--- src/rtl/keypad_scan_4x4_if.sv ---
// keypad_scan_4x4_if: key-matrix lines and decoded key outputs of the 4x4 keypad scanner.
// The master side is the scanner; the slave side is the matrix/consumer.
interface keypad_scan_4x4_if;
    logic [3:0]  KEY_ROW;
    logic [3:0]  KEY_COL;
    logic [3:0]  key_code;
    logic        key_valid;
    logic        key_down;
    logic [15:0] data;

    modport master (
        input  KEY_ROW,
        output KEY_COL,
        output key_code,
        output key_valid,
        output key_down,
        output data
    );

    modport slave (
        output KEY_ROW,
        input  KEY_COL,
        input  key_code,
        input  key_valid,
        input  key_down,
        input  data
    );
endinterface

--- src/rtl/keypad_scan_4x4.sv ---
// keypad_scan_4x4: scans a 4x4 active-low key matrix column by column,
// debounces whole-matrix frames and emits hex key codes with a one-cycle
// valid strobe, plus a 16-bit history of the last four codes.
// Optional auto-repeat while a single key is held: define KEYPAD_AUTOREPEAT_EN.
module keypad_scan_4x4 #(
    parameter int SCAN_DIV      = 16,
    parameter int DEBOUNCE_CNT  = 3,
    parameter int REPEAT_FRAMES = 32
) (
    input  logic              CLK,
    input  logic              RSTN,
    keypad_scan_4x4_if.master kp
);
    localparam int CNT_W   = $clog2(SCAN_DIV);
    localparam int MATCH_W = $clog2(DEBOUNCE_CNT + 1);
    localparam logic [CNT_W-1:0]   DWELL_LAST = CNT_W'(SCAN_DIV - 1);
    localparam logic [MATCH_W-1:0] MATCH_MAX  = MATCH_W'(DEBOUNCE_CNT);
    localparam logic [0:0] ST_IDLE = 1'b0;
    localparam logic [0:0] ST_HELD = 1'b1;

    // Reject parameter values the scan and debounce logic cannot support
    if (SCAN_DIV < 4 || DEBOUNCE_CNT < 1 || REPEAT_FRAMES < 1) begin : g_param_check
        $error("keypad_scan_4x4: parameter out of range");
    end

    logic [3:0]         row_meta_q, row_meta_d;
    logic [3:0]         row_sync_q, row_sync_d;
    logic [CNT_W-1:0]   scan_cnt_q, scan_cnt_d;
    logic [1:0]         col_q, col_d;
    logic [15:0]        raw_q, raw_d;
    logic [15:0]        prev_q, prev_d;
    logic [15:0]        stable_q, stable_d;
    logic [MATCH_W-1:0] match_q, match_d;
    logic               upd_q, upd_d;
    logic [0:0]         state_q, state_d;
    logic [3:0]         key_code_q, key_code_d;
    logic               key_valid_q, key_valid_d;
    logic               key_down_q, key_down_d;
    logic [15:0]        data_q, data_d;

    logic               dwell_end;
    logic               frame_done;
    logic [15:0]        frame_raw;
    logic               any_key;
    logic               one_key;
    logic [3:0]         key_idx;
    logic               fire;
    logic               repeat_due;

    assign dwell_end  = (scan_cnt_q == DWELL_LAST);
    assign frame_done = dwell_end && (col_q == 2'd3);

    // Row returns are asynchronous to CLK, so pass them through two flops
    always_comb begin
        row_meta_d = kp.KEY_ROW;
        row_sync_d = row_meta_q;
    end

    // Dwell counter; the column advances right after the last dwell cycle
    always_comb begin
        scan_cnt_d = scan_cnt_q + 1'b1;
        col_d      = col_q;
        if (dwell_end) begin
            scan_cnt_d = '0;
            col_d      = col_q + 2'd1;
        end
    end

    // Merge the current column's inverted rows into the frame being assembled
    always_comb begin
        frame_raw = raw_q;
        for (int r = 0; r < 4; r++) begin
            for (int c = 0; c < 4; c++) begin
                if (col_q == 2'(c)) begin
                    frame_raw[r*4+c] = ~row_sync_q[r];
                end
            end
        end
        raw_d = dwell_end ? frame_raw : raw_q;
    end

    // Whole-frame debounce: enough identical frames in a row update the stable frame
    always_comb begin
        match_d  = match_q;
        prev_d   = prev_q;
        stable_d = stable_q;
        upd_d    = 1'b0;
        if (frame_done) begin
            prev_d = frame_raw;
            if (frame_raw != prev_q) begin
                match_d = MATCH_W'(1);
            end else if (match_q < MATCH_MAX) begin
                match_d = match_q + 1'b1;
            end
            if (match_d >= MATCH_MAX) begin
                stable_d = frame_raw;
                upd_d    = 1'b1;
            end
        end
    end

    // Classify the stable frame: any key, exactly one key, and its index
    always_comb begin
        any_key = |stable_q;
        one_key = any_key && ((stable_q & (stable_q - 16'd1)) == 16'd0);
        key_idx = 4'd0;
        for (int i = 0; i < 16; i++) begin
            if (stable_q[i]) begin
                key_idx = 4'(i);
            end
        end
    end

    // Press/release FSM: accept a lone key from idle, then wait for full release
    always_comb begin
        state_d = state_q;
        fire    = 1'b0;
        if (upd_q) begin
            case (state_q)
                ST_IDLE: begin
                    if (any_key) begin
                        state_d = ST_HELD;
                        fire    = one_key;
                    end
                end
                ST_HELD: begin
                    if (!any_key) begin
                        state_d = ST_IDLE;
                    end else if (repeat_due) begin
                        fire = 1'b1;
                    end
                end
                default: state_d = ST_IDLE;
            endcase
        end
    end

`ifdef KEYPAD_AUTOREPEAT_EN
    localparam int REP_W = $clog2(REPEAT_FRAMES + 1);
    localparam logic [REP_W-1:0] REP_LAST = REP_W'(REPEAT_FRAMES - 1);

    logic [REP_W-1:0] rep_cnt_q, rep_cnt_d;
    logic             chg_q, chg_d;

    assign repeat_due = (state_q == ST_HELD) && one_key && !chg_q && (rep_cnt_q == REP_LAST);

    // Count frames while one key stays held; restart on any change of the stable frame
    always_comb begin
        chg_d     = upd_d && (stable_d != stable_q);
        rep_cnt_d = rep_cnt_q;
        if (upd_q) begin
            if (state_q == ST_HELD && state_d == ST_HELD && one_key && !chg_q) begin
                rep_cnt_d = (rep_cnt_q == REP_LAST) ? '0 : rep_cnt_q + 1'b1;
            end else begin
                rep_cnt_d = '0;
            end
        end
    end

    // Auto-repeat state registers
    always_ff @(posedge CLK or negedge RSTN) begin
        if (!RSTN) begin
            rep_cnt_q <= '0;
            chg_q     <= 1'b0;
        end else begin
            rep_cnt_q <= rep_cnt_d;
            chg_q     <= chg_d;
        end
    end
`else
    assign repeat_due = 1'b0;
`endif

    // Output event: latch the code and shift it into the four-digit history
    always_comb begin
        key_code_d  = fire ? key_idx : key_code_q;
        key_valid_d = fire;
        data_d      = fire ? {data_q[11:0], key_idx} : data_q;
        key_down_d  = any_key;
    end

    // All scanner state registers
    always_ff @(posedge CLK or negedge RSTN) begin
        if (!RSTN) begin
            row_meta_q  <= 4'hF;
            row_sync_q  <= 4'hF;
            scan_cnt_q  <= '0;
            col_q       <= 2'd0;
            raw_q       <= '0;
            prev_q      <= '0;
            stable_q    <= '0;
            match_q     <= '0;
            upd_q       <= 1'b0;
            state_q     <= ST_IDLE;
            key_code_q  <= 4'd0;
            key_valid_q <= 1'b0;
            key_down_q  <= 1'b0;
            data_q      <= 16'h0000;
        end else begin
            row_meta_q  <= row_meta_d;
            row_sync_q  <= row_sync_d;
            scan_cnt_q  <= scan_cnt_d;
            col_q       <= col_d;
            raw_q       <= raw_d;
            prev_q      <= prev_d;
            stable_q    <= stable_d;
            match_q     <= match_d;
            upd_q       <= upd_d;
            state_q     <= state_d;
            key_code_q  <= key_code_d;
            key_valid_q <= key_valid_d;
            key_down_q  <= key_down_d;
            data_q      <= data_d;
        end
    end

    assign kp.KEY_COL   = ~(4'b0001 << col_q);
    assign kp.key_code  = key_code_q;
    assign kp.key_valid = key_valid_q;
    assign kp.key_down  = key_down_q;
    assign kp.data      = data_q;
endmodule

--- src/flat_wrapper.sv ---
// flat-port wrapper written by rule: the top's interface ports become plain ports
module keypad_scan_4x4_flat 
#(
    parameter int SCAN_DIV      = 16,
    parameter int DEBOUNCE_CNT  = 3,
    parameter int REPEAT_FRAMES = 32
)
  (CLK, RSTN, kp_KEY_ROW, kp_KEY_COL, kp_key_code, kp_key_valid, kp_key_down, kp_data);
  keypad_scan_4x4_if kp_i ();
  input  logic CLK;
  input  logic RSTN;
  input wire logic [$bits(kp_i.KEY_ROW)-1:0] kp_KEY_ROW;
  output wire logic [$bits(kp_i.KEY_COL)-1:0] kp_KEY_COL;
  output wire logic [$bits(kp_i.key_code)-1:0] kp_key_code;
  output wire logic [$bits(kp_i.key_valid)-1:0] kp_key_valid;
  output wire logic [$bits(kp_i.key_down)-1:0] kp_key_down;
  output wire logic [$bits(kp_i.data)-1:0] kp_data;
  assign kp_i.KEY_ROW = kp_KEY_ROW;
  assign kp_KEY_COL = kp_i.KEY_COL;
  assign kp_key_code = kp_i.key_code;
  assign kp_key_valid = kp_i.key_valid;
  assign kp_key_down = kp_i.key_down;
  assign kp_data = kp_i.data;
  keypad_scan_4x4 #(.SCAN_DIV(SCAN_DIV), .DEBOUNCE_CNT(DEBOUNCE_CNT), .REPEAT_FRAMES(REPEAT_FRAMES)) u_core (.CLK(CLK), .RSTN(RSTN), .kp(kp_i));
endmodule
--- config.mk ---
export PLATFORM = sky130hd
export DESIGN_NAME = keypad_scan_4x4_flat
export DESIGN_NICKNAME = d
export VERILOG_FILES = /design/src/rtl/keypad_scan_4x4_if.sv /design/src/rtl/keypad_scan_4x4.sv /design/src/flat_wrapper.sv
export SDC_FILE = /design/constraint.sdc
export NUM_CORES = 1
export LEC_CHECK = 0
export BUFFER_PORTS_ARGS = -buffer_cell sky130_fd_sc_hd__buf_4
export CORE_ASPECT_RATIO = 0.7
export CORE_MARGIN = 2
export CORE_UTILIZATION = 59
export DETAILED_ROUTE_END_ITERATION = 16
export PLACE_DENSITY = 0.89
export SYNTH_ARGS = -nofsm -noshare
export SYNTH_HDL_FRONTEND = slang
export SYNTH_SLANG_ARGS = --single-unit
--- constraint.sdc ---
create_clock -name CLK -period 3.3 [get_ports CLK]
set_clock_uncertainty 0.1 [all_clocks]
set_input_delay 0.165 -clock CLK [delete_from_list [all_inputs] [get_ports CLK]]
set_output_delay 0.165 -clock CLK [all_outputs]
set_load 0.02 [all_outputs]
==> results.md, run 1 <==
* Post-CTS Setup Inserts at 0
* Maxcap violations at 0
* Initial antenna violation count at 0
* Sequential power share at 51.8%
* Vias at 2900
* Clock power frac at 44.9%
* CTS tree: yes
* R2R setup slack at 0.17 ns
* FF-to-FF path depth at 9
* Max layer used: met4
* Layout cell share with drive strength beyond 1 at 23.1%
* Final instance area at 4550 sq um
* GRT Util Overall at 25.9%
* Sw power at 424 uW
* Later-pin clock latency in the skew report at 0.36 ns
* Mapped Area at 3930 sq um
* Family with the most delay on the worst path: buffers and inverters
* Period utilisation layout at 94.7%
* Syn Area/Cell at 10.9 sq um
* First-pass GRT wire length at 14.3 mm
* Total core area at 6340 sq um
* Sw Ratio at 20.8%
* Area of the multi-input gates at 1670 sq um
* WP buf/inv at 3
* Most frequent cell after synthesis: dfrtp_1
* Maximum clock frequency at 0.320 GHz
* Worst Slack Setup Final at 0.174 ns
* I/O pin count at 32
* Max clock buf depth at 2
* Vias in the first global route at 2818
* Least-Margin Pin Slew at 1.04 ns
* Die width at 102 um
* R2R Path Start: u_core.col_q[0]$_DFFE_PN0P_
* Total grt overflow at 0
* IO Port Bufs at 31
* Register Area at 2110 sq um
* Outcome: finished, final reports clean
* TritonRoute pass-1 iters at 4
* H-tree levels at 3
* Post-Syn Instances at 361
* Total inserted antenna cells at 0
* Final setup fails at 0
* R2r endpoint: u_core.stable_q[11]$_DFFE_PN0P_
* First-iteration detailed-routing DRC count at 239
* Final setup TNS at 0 ns
* Worst-path clk slew at 0.08 ns
* Worst path slowest cell: o21ai_0
* Slew Limit Fails at 0
* Largest net degree at the start of global routing at 85
* Initial Utilization at 62.0%
* Top cells by area, synth: dfrtp_1, dfstp_2, o21ai_0
* Fill count at 443
* Routed length per instance at 17.6 um
* Placed Area at 4240 sq um
* Worst Path Max Fanout at 17
* Detailed placement HPWL at 6.01 mm
* Synthesis-stage register bit count at 84
* Top_reg_cell synth: dfrtp_1
* Hold-fix buffers, CTS at 5
* Clock Tree Root: clkbuf_8
* Met2 WL at 4.14 mm
* Leak Pwr at 2.16 nW
* CP startpoint kind: register
* Maximum vdd drop at 344 uV
* DRC at 0
* PD cells at 449 nW/um^2
* Max_slew headroom at 30.7%
* TritonCTS buffer count at 9
* Synth warn at 0
* Synthesized Nets at 372
* EDFF count, synth at 0
* Synth async-reset ratio at 100%
* Rows at 24
* Worst EP arrival at 3.27 ns
* Nets@finish at 413
* Post-synth top area cell: dfrtp_1
* CTS Sinks at 84
* RSZ-0062 raised after global routing: false
* Synth top area share at 48.4%
* Unique masters post-synth at 44
* Worst path most repeated cell: inv_1
* Final hold viol count at 0
* Final wirelength at 8.76 mm
* Critical path, cell by cell: inv_1 > ha_1 > inv_1 > o21ai_0 > xnor2_1 > nand4_1 > nor4_4 > buf_4 > mux2_2
* Worst hold path type: register to register
* Min-Delay Endpoint: u_core.row_sync_q[3]$_DFF_PN1_
* Sequential area share after synthesis at 53.8%
* Die Ht at 72.3 um
* Power share of the combinational group at 3.3%
* Vias per cell at 5.82
* CP peak stage delay at 0.46 ns
* RePlAce Congestion at 0.872
* Placement Setup Slack at 0.272 ns
* Hold Crit Start: u_core.row_meta_q[3]$_DFF_PN1_
* Post-CTS sizing at 0
* Post-synth top cells: dfrtp_1, nand2_1, o21ai_0, a21oi_1
* Synth-to-layout area growth at 15.7%
* Final min period at 3.13 ns
* Die ar. at 7340 sq um
* Int Pwr at 1.61 mW
* WL met3 at 567 um
* Hold Path Stages at 0
* Crit. End Element: register
* Final ANT Viol Nets at 0
* Req. time, crit path at 3.45 ns
* WL met1 at 3.84 mm
* Critical path class: register to register
## power by group through the flow
stage	combinational [mW]	clock (mW)	sequential, mW
CTS	0.0679	0.923	1.06
floorplan	0.0275	0	1.07
detailed placement	0.0624	0	1.08
global route	0.0753	0.968	1.06
global placement	0.0598	0	1.07
finish	0.0671	0.916	1.06
## registers in the layout, indices dropped and copies added (netlist names)
name	count
u_core.kp.key_down	1
u_core.prev_q	16
u_core.scan_cnt_q	4
u_core.raw_q	16
u_core.col_q	2
u_core.kp.data	16
u_core.row_sync_q	4
u_core.upd_q	1
u_core.kp.key_valid	1
u_core.state_q	1
u_core.match_q	2
u_core.row_meta_q	4
u_core.stable_q	16
## cell families after synthesis
family | share of synthesized area, %
AO/OA/AOI/OAI | 9.78
XOR/XNOR | 2.45
adder cells (fa/ha/maj) | 1.59
buffers and inverters | 3.82
flip-flops | 53.8
multiplexers | 10.9
AND/OR/NAND/NOR | 17.7
## final cells by class
cell class	count	share of cell area (%)
clock buffer	11	3.33
clock inverter	5	2.34
inverter	18	1.49
multi-input combinational	247	36.7
sequential	84	46.5
tap	91	2.50
timing repair buffer	42	7.21
## metal layers
layer | global-route usage [%] | up-vias
li1 | - | 1331
met1 | 35.8 | 1454
met2 | 39.3 | 95
met3 | 8.48 | 20
met4 | 8.26 | 0
met5 | 0 | -
## through the flow
stage	hold WS [ns]	util (%)	total power, mW	cells
after detailed placement	0.175	66.9	1.14	477
after global routing	0.263	71.7	2.10	498
after floorplan	-0.231	-	1.10	361
after CTS	0.260	71.7	2.05	498
after global placement	0.174	66.9	1.13	477
final	0.257	71.7	2.04	498
## how the worst max path moves through the flow
stage	from	endpoint	slack (ns)	cells past startpoint
after global routing	u_core.col_q[1]$_DFFE_PN0P_	u_core.stable_q[11]$_DFFE_PN0P_	0.01	9
after detailed placement	u_core.col_q[0]$_DFFE_PN0P_	u_core.stable_q[11]$_DFFE_PN0P_	0.27	9
after floorplan	u_core.col_q[0]$_DFFE_PN0P_	u_core.stable_q[4]$_DFFE_PN0P_	0.54	9
after global placement	u_core.col_q[0]$_DFFE_PN0P_	u_core.stable_q[11]$_DFFE_PN0P_	0.43	9
final	u_core.col_q[0]$_DFFE_PN0P_	u_core.stable_q[11]$_DFFE_PN0P_	0.17	9
after CTS	u_core.col_q[0]$_DFFE_PN0P_	u_core.stable_q[11]$_DFFE_PN0P_	0.22	9
## placed cells by master (no fill, tap or decap), types with 2 or more instances in the layout
cell type and n:
nor4_4 2, nor3_1 5, nand4_1 4, inv_1 17, a21oi_1 22, o21ai_0 35
nand2b_1 19, mux2_4 10, dfstp_2 8, and2_1 3, and3_1 10, dlygate4sd3_1 5
nor4b_4 2, xnor2_1 6, clkbuf_8 11, mux2i_1 11, mux2_2 15, buf_4 37
nand2_1 41, bufinv_16 3, a31oi_1 4, nor4_1 8, nor2_1 19, xor2_1 5
ha_1 5, dfrtp_1 76, nand3_1 5
(Power assumes the default switching activity.)
==> inputs of run 2 (changes only) <==
--- a/config.mk
+++ b/config.mk
@@ -6,11 +6,14 @@
 export NUM_CORES = 1
 export LEC_CHECK = 0
 export BUFFER_PORTS_ARGS = -buffer_cell sky130_fd_sc_hd__buf_4
+export CELL_PAD_IN_SITES_DETAIL_PLACEMENT = 0
+export CELL_PAD_IN_SITES_GLOBAL_PLACEMENT = 1
 export CORE_ASPECT_RATIO = 0.7
 export CORE_MARGIN = 2
-export CORE_UTILIZATION = 59
+export CORE_UTILIZATION = 47
 export DETAILED_ROUTE_END_ITERATION = 16
-export PLACE_DENSITY = 0.89
+export PLACE_DENSITY = 0.88
+export RECOVER_POWER = 100
 export SYNTH_ARGS = -nofsm -noshare
 export SYNTH_HDL_FRONTEND = slang
 export SYNTH_SLANG_ARGS = --single-unit
==> run 2 against run 1 <==
The flow now finishes with violations (max-capacitance violations, max-slew violations). Worst setup slack gained 0.11 ns. Largest power group unchanged. Cell count grew 2.2%. Die area rose by 24%.
==> results.md, run 2 (same netlist as run 1, synthesis figures left out) <==
* Final setup TNS at 0 ns (unchanged)
* Maximum clock frequency at 0.332 GHz (+3.8%)
* Outcome: finished, violations left
* R2R Path Start: u_core.col_q[1]$_DFFE_PN0P_
* Synth-to-layout area growth at 13.5%
* Total core area at 7970 sq um (+26%)
* Least-Margin Pin Slew at 2.05 ns (+1.01 ns)
* Initial Utilization at 49.3% (-13 points)
* Clock power frac at 48.2% (+3.3 points)
* TritonCTS buffer count at 9 (unchanged)
* Leak Pwr at 2.07 nW (-4.4%)
* CTS Sinks at 84 (unchanged)
* Total inserted antenna cells at 0 (unchanged)
* RSZ-0062 raised after global routing: false
* Max_slew headroom at -36.4% (-67 points)
* DRC at 0 (unchanged)
* Die ar. at 9120 sq um (+24%)
* Critical path class: register to register
* Hold Crit Start: u_core.row_meta_q[0]$_DFF_PN1_
* Final wirelength at 8.30 mm (-5.3%)
* Detailed placement HPWL at 5.76 mm (-4.2%)
* Worst-path clk slew at 0.06 ns (-0.02 ns)
* Final ANT Viol Nets at 0 (unchanged)
* Die Ht at 80.5 um (+11%)
* Min-Delay Endpoint: u_core.row_sync_q[0]$_DFF_PN1_
* IO Port Bufs at 31 (unchanged)
* Worst Path Max Fanout at 14 (-3)
* Initial antenna violation count at 0 (unchanged)
* Final setup fails at 0 (unchanged)
* First-iteration detailed-routing DRC count at 155 (-35%)
* Int Pwr at 1.70 mW (+5.1%)
* GRT Util Overall at 20.4% (-5.5 points)
* R2R setup slack at 0.29 ns (+0.11 ns)
* I/O pin count at 32 (unchanged)
* Vias per cell at 5.50 (-5.6%)
* Failing checks: max-capacitance violations, max-slew violations
* R2r endpoint: u_core.stable_q[2]$_DFFE_PN0P_
* Worst hold path type: register to register
* Hold Path Stages at 0 (unchanged)
* Layout cell share with drive strength beyond 1 at 13.5% (-9.6 points)
* Routed length per instance at 16.3 um (-7.3%)
* Slew Limit Fails at 85 (+85)
* Commonest non-fill, non-tap cell in the layout: dfrtp_1
* Req. time, crit path at 3.43 ns (-0.02 ns)
* Vias at 2798 (-3.5%)
* Final min period at 3.01 ns (-0.115 ns)
* Power share of the combinational group at 3.0% (-0.3 points)
* FF-to-FF path depth at 9 (unchanged)
* Max clock buf depth at 2 (unchanged)
* CTS tree: yes
* Total grt overflow at 0 (unchanged)
* Vias in the first global route at 2669 (-5.3%)
* PD cells at 486 nW/um^2 (+8.4%)
* Later-pin clock latency in the skew report at 0.35 ns (about the same)
* H-tree levels at 3 (unchanged)
* Maxcap violations at 1 (+1)
* Largest net degree at the start of global routing at 85 (unchanged)
* Final hold viol count at 0 (unchanged)
* TritonRoute pass-1 iters at 5 (+1)
* Final Util at 55.9% (-16 points)
* Nets@finish at 414 (+0.24%)
* Worst EP arrival at 3.15 ns (-0.12 ns)
* CP startpoint kind: register
* Maximum vdd drop at 335 uV (-2.4%)
* Sequential power share at 48.8% (-3.0 points)
* Period utilisation layout at 91.3% (-3.5 points)
* Sw power at 470 uW (+11%)
* Most frequent cells in the layout: dfrtp_1, nand2_1, o21ai_0
* Clock Tree Root: clkbuf_16
* Rows at 27 (+13%)
* First-pass GRT wire length at 13.9 mm (-2.6%)
* Sw Ratio at 21.7% (+0.88 points)
* Crit. End Element: register
* Die width at 113 um (+12%)
* RePlAce Congestion at 0.854 (-2.1%)
run 2: critical path, cell delays in order (launching register included):
cell,delay (ns)
dfrtp_1,0.40
inv_1,0.11
ha_1,0.35
or2b_1,0.29
and3_1,0.17
nor4_1,0.35
nand4_1,0.21
nor4_1,0.28
buf_4,0.28
mux2_2,0.36
run 2: final cells by class:
cell class	instances	area, sq um
fillers	719	3510
flip-flops and latches	84	2110
multi-input cells	247	1610
clock buffers	11	253
repair buffers	43	225
well taps	101	126
inverters	18	67.6
clock inverters	5	60.1
run 2: through the flow:
step | instance area [sq um] | worst slack [ns] | hold WS (ns) | total power [mW] | cells
finish | 4460 | 0.289 | 0.257 | 2.17 | 509
global route | 4460 | 0.108 | 0.259 | 2.25 | 509
CTS | 4620 | 0.334 | 0.257 | 2.19 | 509
detailed placement | 4260 | 0.365 | 0.175 | 1.14 | 488
global placement | 4260 | 0.427 | 0.174 | 1.14 | 488
floorplan | 3930 | 0.541 | -0.231 | 1.10 | 361
run 2: worst max-delay path by stage:
stage                                            from                         endpoint  slack, ns
after global routing      u_core.col_q[1]$_DFFE_PN0P_  u_core.stable_q[12]$_DFFE_PN0P_       0.11
after floorplan           u_core.col_q[0]$_DFFE_PN0P_   u_core.stable_q[4]$_DFFE_PN0P_       0.54
after detailed placement  u_core.col_q[1]$_DFFE_PN0P_   u_core.stable_q[9]$_DFFE_PN0P_       0.36
after CTS                 u_core.col_q[1]$_DFFE_PN0P_   u_core.stable_q[3]$_DFFE_PN0P_       0.33
final                     u_core.col_q[1]$_DFFE_PN0P_   u_core.stable_q[2]$_DFFE_PN0P_       0.29
after global placement    u_core.col_q[1]$_DFFE_PN0P_   u_core.stable_q[9]$_DFFE_PN0P_       0.43
run 2: routing by layer:
layer | part of all wire [%] | GRT usage, %
met5 | 0 | 0
met1 | 50 | 29.8
met4 | 1.7 | 6.34
met2 | 43 | 28.3
met3 | 5.7 | 7.09
run 2: what timing repair did:
action,in CTS,in global routing
hold endpoints to repair,80,0
setup buffers,0,0
resized for setup,0,0
hold buffers,5,0
run 2: power groups by stage:
stage	registers [mW]	clock network [mW]	logic (mW)
after floorplan	1.07	0	0.0275
after global placement	1.08	0	0.0620
after detailed placement	1.08	0	0.0628
after CTS	1.06	1.06	0.0677
after global routing	1.06	1.11	0.0740
final	1.06	1.05	0.0640
